==> src/rtl/fuzzy_sweep_capture_pkg.sv <==
`default_nettype none
// ============================================================================
// Module : fuzzy_pkg
// Brief  : Shared widths, sweep FSM state encoding and index clamp helper.
// Rev    : 1.0
// ============================================================================
package fuzzy_pkg;

    localparam int c_DATA_W = 8;
    localparam int c_IDX_W  = 9;

    typedef enum logic [2:0] {
        ST_IDLE    = 3'd0,
        ST_APPLY   = 3'd1,
        ST_SETTLE  = 3'd2,
        ST_PUSH    = 3'd3,
        ST_ADVANCE = 3'd4,
        ST_FIN     = 3'd5
    } state_t;

    // Comparison happens on the full 9-bit index so 255/256 clamp correctly.
    function automatic logic [c_DATA_W-1:0] clamp_idx(
        input logic [c_IDX_W-1:0] x,
        input logic [c_IDX_W-1:0] lo,
        input logic [c_IDX_W-1:0] hi
    );
        logic [c_IDX_W-1:0] v;
        v = x;
        if (x < lo) begin
            v = lo;
        end else if (x > hi) begin
            v = hi;
        end
        return v[c_DATA_W-1:0];
    endfunction

endpackage
`default_nettype wire

==> src/rtl/fuzzy_sweep_capture_if.sv <==
`default_nettype none
// ============================================================================
// Module : fuzzy_sweep_capture_if
// Brief  : Sample stream (valid/ready) carrying captured data and grid indices.
// Rev    : 1.0
// ============================================================================
interface fuzzy_sweep_capture_if;
    import fuzzy_pkg::*;

    logic                out_valid;
    logic                out_ready;
    logic [c_DATA_W-1:0] out_data;
    logic [c_IDX_W-1:0]  out_i;
    logic [c_IDX_W-1:0]  out_j;
    logic                out_last;

    modport master (
        output out_valid,
        output out_data,
        output out_i,
        output out_j,
        output out_last,
        input  out_ready
    );

    modport slave (
        input  out_valid,
        input  out_data,
        input  out_i,
        input  out_j,
        input  out_last,
        output out_ready
    );

endinterface
`default_nettype wire

==> src/rtl/fuzzy_sweep_capture_grid_counter.sv <==
`default_nettype none
// ============================================================================
// Module : fuzzy_grid_counter
// Brief  : Nested i/j step counter (j fastest) with final-point flag.
// Rev    : 1.0
// ============================================================================
module fuzzy_grid_counter
    import fuzzy_pkg::*;
#(
    parameter int STEP  = 16,
    parameter int LIMIT = 256
) (
    input  wire logic               clk,
    input  wire logic               rst,
    input  wire logic               i_clear,
    input  wire logic               i_advance,
    output logic [c_IDX_W-1:0]      o_idx_i,
    output logic [c_IDX_W-1:0]      o_idx_j,
    output logic                    o_last
);

    localparam int                 c_N      = LIMIT / STEP + 1;
    localparam logic [c_IDX_W-1:0] c_LAST   = c_IDX_W'((c_N - 1) * STEP);
    localparam logic [c_IDX_W:0]   c_STEP10 = (c_IDX_W + 1)'(STEP);
    localparam logic [c_IDX_W:0]   c_LIM10  = (c_IDX_W + 1)'(LIMIT);

    logic [c_IDX_W-1:0] r_i;
    logic [c_IDX_W-1:0] r_j;
    logic [c_IDX_W:0]   w_i_next;
    logic [c_IDX_W:0]   w_j_next;

    // One extra bit so j+STEP past LIMIT is seen rather than wrapping.
    assign w_i_next = {1'b0, r_i} + c_STEP10;
    assign w_j_next = {1'b0, r_j} + c_STEP10;

    always_ff @(posedge clk) begin
        if (rst || i_clear) begin
            r_i <= '0;
            r_j <= '0;
        end else if (i_advance) begin
            if (w_j_next > c_LIM10) begin
                r_j <= '0;
                r_i <= w_i_next[c_IDX_W-1:0];
            end else begin
                r_j <= w_j_next[c_IDX_W-1:0];
            end
        end
    end

    assign o_idx_i = r_i;
    assign o_idx_j = r_j;
    assign o_last  = (r_i == c_LAST) && (r_j == c_LAST);

endmodule
`default_nettype wire

==> src/rtl/fuzzy_sweep_capture.sv <==
`default_nettype none
// ============================================================================
// Module : fuzzy_sweep_capture
// Brief  : Sweeps the fuzzy core inputs over a 2-D grid, settles, samples the
//          defuzzified output and streams each sample with its indices.
// Rev    : 1.0
// ============================================================================
module fuzzy_sweep_capture
    import fuzzy_pkg::*;
#(
    parameter int STEP          = 16,
    parameter int LIMIT         = 256,
    parameter int IN_MIN        = 1,
    parameter int IN_MAX        = 254,
    parameter int SETTLE_CYCLES = 14
) (
    input  wire logic                clk_0,
    input  wire logic                Srst,
    input  wire logic                start,
    output logic                     busy,
    output logic                     done,
    output logic [c_DATA_W-1:0]      Entrada_01,
    output logic [c_DATA_W-1:0]      Entrada_02,
    output logic                     EN_REGRAS,
    input  wire logic [c_DATA_W-1:0] saida_defuzzy,
    fuzzy_sweep_capture_if.master    strm
);

    localparam int                  c_CNT_W   = (SETTLE_CYCLES > 1) ? $clog2(SETTLE_CYCLES) : 1;
    localparam logic [c_CNT_W-1:0]  c_SETTLE  = c_CNT_W'(SETTLE_CYCLES - 1);
    localparam logic [c_IDX_W-1:0]  c_IN_MIN  = c_IDX_W'(IN_MIN);
    localparam logic [c_IDX_W-1:0]  c_IN_MAX  = c_IDX_W'(IN_MAX);
    localparam logic [c_DATA_W-1:0] c_RST_IN  = c_DATA_W'(IN_MIN);

    state_t               r_state;
    logic [c_CNT_W-1:0]   r_settle;
    logic                 r_busy;
    logic                 r_done;
    logic                 r_en;
    logic [c_DATA_W-1:0]  r_in1;
    logic [c_DATA_W-1:0]  r_in2;
    logic                 r_valid;
    logic [c_DATA_W-1:0]  r_data;
    logic [c_IDX_W-1:0]   r_oi;
    logic [c_IDX_W-1:0]   r_oj;
    logic                 r_last;

    logic                 w_clear;
    logic                 w_advance;
    logic [c_IDX_W-1:0]   w_i;
    logic [c_IDX_W-1:0]   w_j;
    logic                 w_grid_last;

    assign w_clear   = (r_state == ST_IDLE) && start;
    assign w_advance = (r_state == ST_ADVANCE);

    fuzzy_grid_counter #(
        .STEP  (STEP),
        .LIMIT (LIMIT)
    ) u_grid (
        .clk       (clk_0),
        .rst       (Srst),
        .i_clear   (w_clear),
        .i_advance (w_advance),
        .o_idx_i   (w_i),
        .o_idx_j   (w_j),
        .o_last    (w_grid_last)
    );

    always_ff @(posedge clk_0) begin
        if (Srst) begin
            r_state  <= ST_IDLE;
            r_settle <= '0;
            r_busy   <= 1'b0;
            r_done   <= 1'b0;
            r_en     <= 1'b0;
            r_in1    <= c_RST_IN;
            r_in2    <= c_RST_IN;
            r_valid  <= 1'b0;
            r_data   <= '0;
            r_oi     <= '0;
            r_oj     <= '0;
            r_last   <= 1'b0;
        end else begin
            case (r_state)
                ST_IDLE: begin
                    if (start) begin
                        r_busy  <= 1'b1;
                        r_en    <= 1'b1;
                        r_state <= ST_APPLY;
                    end
                end
                ST_APPLY: begin
                    r_in1    <= clamp_idx(w_i, c_IN_MIN, c_IN_MAX);
                    r_in2    <= clamp_idx(w_j, c_IN_MIN, c_IN_MAX);
                    r_settle <= c_SETTLE;
                    r_state  <= ST_SETTLE;
                end
                ST_SETTLE: begin
                    // Sample lands exactly SETTLE_CYCLES edges after the input update.
                    if (r_settle == '0) begin
                        r_data  <= saida_defuzzy;
                        r_oi    <= w_i;
                        r_oj    <= w_j;
                        r_last  <= w_grid_last;
                        r_valid <= 1'b1;
                        r_state <= ST_PUSH;
                    end else begin
                        r_settle <= r_settle - 1'b1;
                    end
                end
                ST_PUSH: begin
                    if (strm.out_ready) begin
                        r_valid <= 1'b0;
                        if (r_last) begin
                            r_busy  <= 1'b0;
                            r_en    <= 1'b0;
                            r_done  <= 1'b1;
                            r_state <= ST_FIN;
                        end else begin
                            r_state <= ST_ADVANCE;
                        end
                    end
                end
                ST_ADVANCE: begin
                    r_state <= ST_APPLY;
                end
                ST_FIN: begin
                    r_done  <= 1'b0;
                    r_last  <= 1'b0;
                    r_state <= ST_IDLE;
                end
                default: begin
                    r_state <= ST_IDLE;
                end
            endcase
        end
    end

    assign busy           = r_busy;
    assign done           = r_done;
    assign EN_REGRAS      = r_en;
    assign Entrada_01     = r_in1;
    assign Entrada_02     = r_in2;
    assign strm.out_valid = r_valid;
    assign strm.out_data  = r_data;
    assign strm.out_i     = r_oi;
    assign strm.out_j     = r_oj;
    assign strm.out_last  = r_last;

endmodule
`default_nettype wire
==> src/flat_wrapper.sv <==
// flat-port wrapper written by rule: the top's interface ports become plain ports
module fuzzy_sweep_capture_flat import fuzzy_pkg::*;
#(
    parameter int STEP          = 16,
    parameter int LIMIT         = 256,
    parameter int IN_MIN        = 1,
    parameter int IN_MAX        = 254,
    parameter int SETTLE_CYCLES = 14
)
  (clk_0, Srst, start, busy, done, Entrada_01, Entrada_02, EN_REGRAS, saida_defuzzy, strm_out_valid, strm_out_data, strm_out_i, strm_out_j, strm_out_last, strm_out_ready);
  fuzzy_sweep_capture_if strm_i ();
  input  wire logic clk_0;
  input  wire logic Srst;
  input  wire logic start;
  output logic busy;
  output logic done;
  output logic [c_DATA_W-1:0] Entrada_01;
  output logic [c_DATA_W-1:0] Entrada_02;
  output logic EN_REGRAS;
  input  wire logic [c_DATA_W-1:0] saida_defuzzy;
  output wire logic [$bits(strm_i.out_valid)-1:0] strm_out_valid;
  output wire logic [$bits(strm_i.out_data)-1:0] strm_out_data;
  output wire logic [$bits(strm_i.out_i)-1:0] strm_out_i;
  output wire logic [$bits(strm_i.out_j)-1:0] strm_out_j;
  output wire logic [$bits(strm_i.out_last)-1:0] strm_out_last;
  input wire logic [$bits(strm_i.out_ready)-1:0] strm_out_ready;
  assign strm_out_valid = strm_i.out_valid;
  assign strm_out_data = strm_i.out_data;
  assign strm_out_i = strm_i.out_i;
  assign strm_out_j = strm_i.out_j;
  assign strm_out_last = strm_i.out_last;
  assign strm_i.out_ready = strm_out_ready;
  fuzzy_sweep_capture #(.STEP(STEP), .LIMIT(LIMIT), .IN_MIN(IN_MIN), .IN_MAX(IN_MAX), .SETTLE_CYCLES(SETTLE_CYCLES)) u_core (.clk_0(clk_0), .Srst(Srst), .start(start), .busy(busy), .done(done), .Entrada_01(Entrada_01), .Entrada_02(Entrada_02), .EN_REGRAS(EN_REGRAS), .saida_defuzzy(saida_defuzzy), .strm(strm_i));
endmodule
==> config.mk <==
export PLATFORM = sky130hd
export DESIGN_NAME = fuzzy_sweep_capture_flat
export DESIGN_NICKNAME = d
export VERILOG_FILES = /design/src/rtl/fuzzy_sweep_capture_pkg.sv /design/src/rtl/fuzzy_sweep_capture_if.sv /design/src/rtl/fuzzy_sweep_capture_grid_counter.sv /design/src/rtl/fuzzy_sweep_capture.sv /design/src/flat_wrapper.sv
export SDC_FILE = /design/constraint.sdc
export NUM_CORES = 1
export LEC_CHECK = 0
export CORE_UTILIZATION = 49
export DETAILED_ROUTE_END_ITERATION = 7
export HOLD_SLACK_MARGIN = 0.15
export PLACE_DENSITY_LB_ADDON = 0.12
export SETUP_SLACK_MARGIN = 0.5
export SKIP_LAST_GASP = 1
export SLEW_MARGIN = 10
export SYNTH_ARGS = -nofsm -noshare
export SYNTH_HDL_FRONTEND = slang
export SYNTH_SLANG_ARGS = --single-unit
==> constraint.sdc <==
create_clock -name clk_0 -period 1.8 [get_ports clk_0]
set_input_delay 0.36 -clock clk_0 [delete_from_list [all_inputs] [get_ports clk_0]]
set_output_delay 0.36 -clock clk_0 [all_outputs]
set_load 0.01 [all_outputs]
==> flow_metrics.env, run 1 <==
export IMPL_multi_input_area_mm2=0.001600
export IMPL_cts_max_path_buffers=2
export IMPL_n_fill_cell=282
export IMPL_setup_violations=0
export IMPL_pin_count=59
export IMPL_firstDrtPassIters=5
export IMPL_hold_violations=0
export IMPL_wl_um=7015
export IMPL_yosysTopAreaCell="dfxtp_1"
export IMPL_path_common_cell="a31oi_4"
export IMPL_avgSynthCellArea_um2=8.009
export IMPL_fin_util_pct=79.68
export IMPL_synth_seq_cells=51
export IMPL_overflow=0
export IMPL_cts_sinks=51
export IMPL_outcome="finished, final reports clean"
export IMPL_area_delta_synth_final_pct=57.16
export IMPL_cts_tree="yes"
export IMPL_layout_cells_non_filler=433
export IMPL_drv_slew=0
export IMPL_seq_area_mm2=0.001072
export IMPL_hpwl_um=3577
export IMPL_row_count=25
export IMPL_fin_skew_ns=0.003040
export IMPL_place_worst_setup_slack_ns=0.08802
export IMPL_worstReg2RegEnd="u_core.u_grid.o_idx_i[8]"
export IMPL_die_area_mm2=0.005171
export IMPL_gp_congestion=0.8310
export IMPL_vias=2418
export IMPL_p_leak_nw=1.405
export IMPL_cts_buffers=5
export IMPL_vias_per_cell=5.584
export IMPL_top_usage_layer="met2"
export IMPL_fin_nets=383
export IMPL_vdd_ir_drop_max_mv=0.6120
export IMPL_dp_cells=397
export IMPL_dr_first_iter_drc_count=164
export IMPL_finalHoldWorstSlack_ns=0.4660
export IMPL_drc=0
export IMPL_synth_top_area_share_pct=42.63
export IMPL_reg2reg_from="u_core.u_grid.o_idx_j[5]"
export IMPL_cts_clk_slew_worst_paths_ns=0.10
export IMPL_met2_usage_pct=44.03
export IMPL_criticalPathCategory="flip-flop to flip-flop"
export IMPL_hp_class="flip-flop to flip-flop"
export IMPL_reg2reg_depth=6
export IMPL_ys_flop_type="dfxtp_1"
export IMPL_rsz0062_at_grt="true"
export IMPL_grt_start_max_net_pins=32
export IMPL_ys_top_cells_by_area="dfxtp_1, a21oi_1, nand2_1, buf_4, nor3_1"
export IMPL_synth_edf_count=0
export IMPL_wire_per_inst_um=16.20
export IMPL_htree_num_levels=2
export IMPL_cts_root_buffer="clkbuf_8"
export IMPL_clk_insertion_delay_late_ns=0.31
export IMPL_synthCells=299
export IMPL_ys_seq_area_share_pct=42.63
export IMPL_grt_pass1_vias=2155
export IMPL_hold_path_cell_count=2
export IMPL_async_flop_share_pct=0
export IMPL_globalRouteTotalUtil_pct=25.13
export IMPL_startpoint_type="flip-flop"
export IMPL_critical_path_required_ns=2.04
export IMPL_fmax_ghz=0.6133
export IMPL_antenna_found_initial=0
export IMPL_end_kind="flip-flop"
export IMPL_cp_max_fo=6
export IMPL_r2r_slack_ns=0.17
export IMPL_die_y_um=71.91
export IMPL_worstPathArrival_ns=1.87
export IMPL_holdCritStartpoint="u_core.strm.out_data[3]"
export IMPL_grt_met3_usage_pct=4.583
export IMPL_layout_min_cycle_time_ns=1.631
export IMPL_fp_dieW_um=71.91
export IMPL_ant_nets=0
export IMPL_synth_warnings=0
export IMPL_drive_above_1_share_pct=46.99
export IMPL_crit_slowest_cell="dfxtp_4"
export IMPL_hold_end="u_core.strm.out_data[3]"
export IMPL_synth_area_mm2=0.002395
export IMPL_grt_pass1_wl_um=10130
export IMPL_ys_types=41
export IMPL_coreArea_mm2=0.004723
export IMPL_path_cells="ha_4 > and2_4 > a31oi_4 > a31oi_4 > or3_1 > a21oi_1"
export IMPL_worst_slack_ns=0.1695
export IMPL_power_density_mw_per_mm2=765.5
export IMPL_portBuffers=50
export IMPL_diodes=0
export IMPL_final_setup_tns_ns=0
export IMPL_start_util_pct=50.70
export IMPL_max_stage_delay_ns=0.39
export IMPL_drv_cap=0
export IMPL_fin_crit_sh_pct=90.59
export IMPL_use_met1_pct=31.48
[synthesized netlist by cell type, types with 2 or more instances]
| cell type | number |
|---|---|
| xnor2_1 | 2 |
| buf_2 | 5 |
| or3_1 | 3 |
| nor2b_1 | 2 |
| a31oi_4 | 3 |
| nor2_2 | 3 |
| clkbuf_1 | 11 |
| nand4_1 | 3 |
| o21ai_0 | 14 |
| nand2_1 | 49 |
| buf_6 | 3 |
| buf_4 | 15 |
| xor2_1 | 3 |
| a21oi_1 | 38 |
| a211oi_1 | 5 |
| nor2_1 | 24 |
| dfxtp_1 | 51 |
| and3_1 | 4 |
| inv_1 | 8 |
| nand3_1 | 9 |
| ha_1 | 6 |
| nor4_1 | 2 |
| nor3_1 | 18 |
[cells by family after synthesis]
logic type      Yosys count  synth area share (%)
compound gates           68                 17.76
xor+xnor                  5                 1.829
fa+ha+maj                 6                 3.135
flops                    51                 42.63
simple gates            126                 24.35
buf+inv                  42                 10.14
other cells               1                0.1566
[layout make-up]
type                       count  share of cell area [%]
timing repair buffer          85                   23.37
multi-input combinational    214                   42.52
clock inverter                 2                  0.3989
inverter                       8                  0.7979
sequential                    51                   28.49
tap                           67                   2.227
clock buffer                   6                   2.194
[flip-flops by register name, summed over array words and instances (netlist names), 3 cells and up]
| signal | cells |
|---|---|
| u_core.u_grid.o_idx_i | 5 |
| u_core.Entrada_01 | 6 |
| u_core.strm.out_data | 8 |
| u_core.u_grid.o_idx_j | 5 |
| u_core.Entrada_02 | 6 |
| u_core.r_state | 3 |
| u_core.r_settle | 4 |
| u_core.strm.out_j | 5 |
| u_core.strm.out_i | 5 |
[layer usage]
metal / vias to the layer above / share of wire (%)
li1: 1135 / -
met1: 1156 / 42
met2: 108 / 51
met3: 19 / 5.2
met4: 0 / 2.3
met5: - / 0
[stage by stage]
step / total power, mW / area [µm²]
after global routing: 2.990 / 3764
after CTS: 2.701 / 3415
after floorplan: 1.667 / 2532
after detailed placement: 1.820 / 2928
after global placement: 1.815 / 2928
final: 2.881 / 3764
[layout by cell type (no fill, tap or decap), types with 7 or more instances in the layout]
master / netlist / final
a21oi_1: 38 / 15
a21oi_2: 1 / 24
buf_12: 0 / 8
buf_4: 15 / 17
clkbuf_2: 0 / 14
clkdlybuf4s15_1: 0 / 22
clkdlybuf4s50_1: 0 / 11
conb_1: 1 / 8
dfxtp_1: 51 / 22
dfxtp_2: 0 / 23
nand2_1: 49 / 21
nand2_2: 0 / 7
nand2_4: 0 / 21
nand3_1: 9 / 8
nor2_1: 24 / 21
nor3_1: 18 / 15
o21ai_1: 1 / 9
[power breakdown]
| part | switching [mW] | internal [mW] |
|---|---|---|
| registers | 0.0754 | 1.20 |
| clock network | 0.398 | 0.316 |
| logic | 0.427 | 0.463 |
| total | 0.900 | 1.98 |
[worst max-delay path by stage]
stage	start	end	slack, ns	depth (start not counted)
finish	u_core.u_grid.o_idx_j[5]	u_core.u_grid.o_idx_i[8]	0.17	6
global route	u_core.u_grid.o_idx_j[5]	u_core.u_grid.o_idx_j[5]	0.12	7
CTS	u_core.u_grid.o_idx_j[5]	u_core.u_grid.o_idx_i[8]	0.22	6
detailed placement	u_core.u_grid.o_idx_j[7]	u_core.u_grid.o_idx_i[8]	0.09	5
global placement	u_core.u_grid.o_idx_j[7]	u_core.u_grid.o_idx_i[6]	0.10	5
floorplan	u_core.u_grid.o_idx_j[5]	u_core.u_grid.o_idx_i[8]	0.34	6
[repair_timing]
action                                  4_1_cts  5_1_grt
pin swaps                                    27       29
gates resized for setup                     107      132
hold buffers                                  0        0
endpoints found under the hold margin         0        0
buffers inserted                             15        8
endpoints found under the setup margin       85       83
cloned                                        5        0
[critical path: cells and delay by family (launching register included)]
| family | cells | cell delay, ns |
|---|---|---|
| AO/OA/AOI/OAI | 3 | 0.50 |
| adder cells (fa/ha/maj) | 1 | 0.18 |
| AND/OR/NAND/NOR | 2 | 0.49 |
| flip-flops | 1 | 0.39 |
(Power assumes the default switching activity.)
==> run 2, diff against run 1 <==
--- a/config.mk
+++ b/config.mk
@@ -8,7 +8,8 @@
 export CORE_UTILIZATION = 49
 export DETAILED_ROUTE_END_ITERATION = 7
 export HOLD_SLACK_MARGIN = 0.15
-export PLACE_DENSITY_LB_ADDON = 0.12
+export PLACE_DENSITY_LB_ADDON = 0.05
+export RECOVER_POWER = 25
 export SETUP_SLACK_MARGIN = 0.5
 export SKIP_LAST_GASP = 1
 export SLEW_MARGIN = 10
==> run 2 against run 1 <==
  * Worst hold slack lost 0.011 ns
  * Sequential share of layout area increased by 0.30 points
  * Clock power fell by 2%
  * Global-route usage down 1.3 points
  * Die area did not move
  * Wire length shrank 7.2%
==> flow_metrics.env, run 2 (synthesized netlist as in run 1, its figures left out) <==
export IMPL_outcome="finished, final reports clean"
export IMPL_final_setup_tns_ns=0
export IMPL_vias_per_cell=5.320
export IMPL_p_leak_nw=1.419
export IMPL_wl_um=6511
export IMPL_cts_buffers=5
export IMPL_rsz0062_at_grt="true"
export IMPL_cts_root_buffer="clkbuf_8"
export IMPL_worstReg2RegEnd="u_core.u_grid.o_idx_i[7]"
export IMPL_setup_violations=0
export IMPL_start_util_pct=50.70
export IMPL_drv_slew=0
export IMPL_grt_pass1_vias=2069
export IMPL_globalRouteTotalUtil_pct=23.79
export IMPL_grt_pass1_wl_um=9791
export IMPL_hpwl_um=3507
export IMPL_coreArea_mm2=0.004723
export IMPL_fp_dieW_um=71.91
export IMPL_layout_min_cycle_time_ns=1.631
export IMPL_max_stage_delay_ns=0.38
export IMPL_drc=0
export IMPL_path_cells="ha_4 > and2_4 > a31oi_4 > buf_6 > a31oi_4 > o21ai_0 > a21oi_1"
export IMPL_worstPathArrival_ns=1.81
export IMPL_cts_tree="yes"
export IMPL_ant_nets=0
export IMPL_place_worst_setup_slack_ns=0.1345
export IMPL_holdCritStartpoint="u_core.strm.out_i[5]"
export IMPL_vdd_ir_drop_max_mv=0.6341
export IMPL_cts_clk_slew_worst_paths_ns=0.09
export IMPL_clk_insertion_delay_late_ns=0.30
export IMPL_cp_top_family="compound AO/OA/AOI/OAI gates"
export IMPL_crit_slowest_cell="dfxtp_4"
export IMPL_hp_class="flip-flop to flip-flop"
export IMPL_crit_buf_inv=1
export IMPL_gp_congestion=0.7831
export IMPL_vias=2325
export IMPL_largest_register_ffs=8
export IMPL_hold_path_cell_count=2
export IMPL_area_delta_synth_final_pct=53.50
export IMPL_cts_sinks=51
export IMPL_fin_nets=387
export IMPL_fmax_ghz=0.6131
export IMPL_die_area_mm2=0.005171
export IMPL_die_y_um=71.91
export IMPL_power_total_mw=2.783
export IMPL_dp_cells=396
export IMPL_pin_count=59
export IMPL_r2r_slack_ns=0.17
export IMPL_startpoint_type="flip-flop"
export IMPL_power_density_mw_per_mm2=756.9
export IMPL_drive_above_1_share_pct=38.38
export IMPL_end_kind="flip-flop"
export IMPL_portBuffers=50
export IMPL_wire_per_inst_um=14.90
export IMPL_antenna_found_initial=0
export IMPL_hold_end="u_core.strm.out_i[5]"
export IMPL_dr_first_iter_drc_count=138
export IMPL_grt_start_max_net_pins=31
export IMPL_n_fill_cell=342
export IMPL_layout_cells_non_filler=437
export IMPL_holdBufCountCts=0
export IMPL_critical_path_required_ns=1.98
export IMPL_cp_max_fo=6
export IMPL_relSlewSlack_pct=46.74
export IMPL_htree_num_levels=2
export IMPL_fin_skew_ns=0.004701
export IMPL_worst_slack_ns=0.1690
export IMPL_diodes=0
export IMPL_path_common_cell="a31oi_4"
export IMPL_worstMarginPinSlew_ns=0.7989
export IMPL_cts_max_path_buffers=2
export IMPL_final_cell_mix="nand2_1, dfxtp_1, buf_4"
export IMPL_criticalPathCategory="flip-flop to flip-flop"
export IMPL_hold_violations=0
export IMPL_reg2reg_from="u_core.u_grid.o_idx_j[4]"
export IMPL_firstDrtPassIters=4
export IMPL_reg2reg_depth=7
export IMPL_drv_cap=0
export IMPL_fin_crit_sh_pct=90.61
export IMPL_row_count=25
export IMPL_overflow=0
==> run 2: changes by cell type in the layout (fill, tap and decap cells not counted), sizes merged <==
cell / previous run / this run
dlygate4sd3: 0 / 2
clkbuf: 20 / 9
inv: 9 / 8
clkdlybuf4s25: 0 / 6
dlygate4sd2: 3 / 9
buf: 35 / 38
clkdlybuf4s50: 11 / 9
clkinvlp: 0 / 1
==> run 2: routing by layer <==
layer / vias to the layer above / wire (µm) / GRT usage, %
met3: 8 / 324 / 4.028
met4: 0 / 133 / 7.407
met2: 76 / 3219 / 38.47
met5: - / 0 / 0
met1: 1098 / 2833 / 32.71
li1: 1143 / - / -
==> run 2: power breakdown <==
group	internal [mW]	switching [mW]
Sequential	1.20	0.0746
Clock	0.316	0.383
Combinational	0.422	0.386
Total	1.94	0.844
==> run 2: what timing repair did <==
action / 4_1_cts / 5_1_grt
endpoints found under the hold margin: 0 / 0
endpoints found under the setup margin: 86 / 73
pin swaps: 18 / 38
resized for setup: 95 / 88
cloned: 4 / 0
setup buffers: 16 / 13
==> run 2: how the worst max path moves through the flow <==
stage / end / cells after the start / startpoint / slack, ns
final: u_core.u_grid.o_idx_i[7] / 7 / u_core.u_grid.o_idx_j[4] / 0.17
after CTS: u_core.u_grid.o_idx_i[7] / 6 / u_core.u_grid.o_idx_j[4] / 0.24
after detailed placement: u_core.u_grid.o_idx_j[4] / 5 / u_core.u_grid.o_idx_j[7] / 0.13
after global routing: u_core.u_grid.o_idx_i[7] / 7 / u_core.u_grid.o_idx_j[4] / 0.09
after global placement: u_core.u_grid.o_idx_i[7] / 5 / u_core.u_grid.o_idx_j[7] / 0.12
after floorplan: u_core.u_grid.o_idx_i[8] / 6 / u_core.u_grid.o_idx_j[5] / 0.34
==> run 2: layout make-up <==
cell class,count,area [µm²],share of cell area [%]
multi-input combinational,214,1520,41.35
sequential,51,1059,28.80
timing repair buffer,89,882.1,24.00
tap,67,83.83,2.280
clock buffer,6,82.58,2.246
inverter,8,33.78,0.9190
clock inverter,2,15.01,0.4084
==> run 2: worst reg2reg max path, cell delays in order (launching register included) <==
cell	delay [ns]
dfxtp_4	0.38
ha_4	0.17
and2_4	0.16
a31oi_4	0.21
buf_6	0.15
a31oi_4	0.11
o21ai_0	0.25
a21oi_1	0.10
==> run 2: per-stage QoR <==
stage | utilization (%) | area, µm² | hold WS [ns]
global route | 77.83 | 3676 | 0.4710
CTS | 70.46 | 3328 | 0.4552
floorplan | - | 2532 | 0.4753
finish | 77.83 | 3676 | 0.4547
detailed placement | 61.83 | 2920 | 0.4471
global placement | 61.83 | 2920 | 0.4411
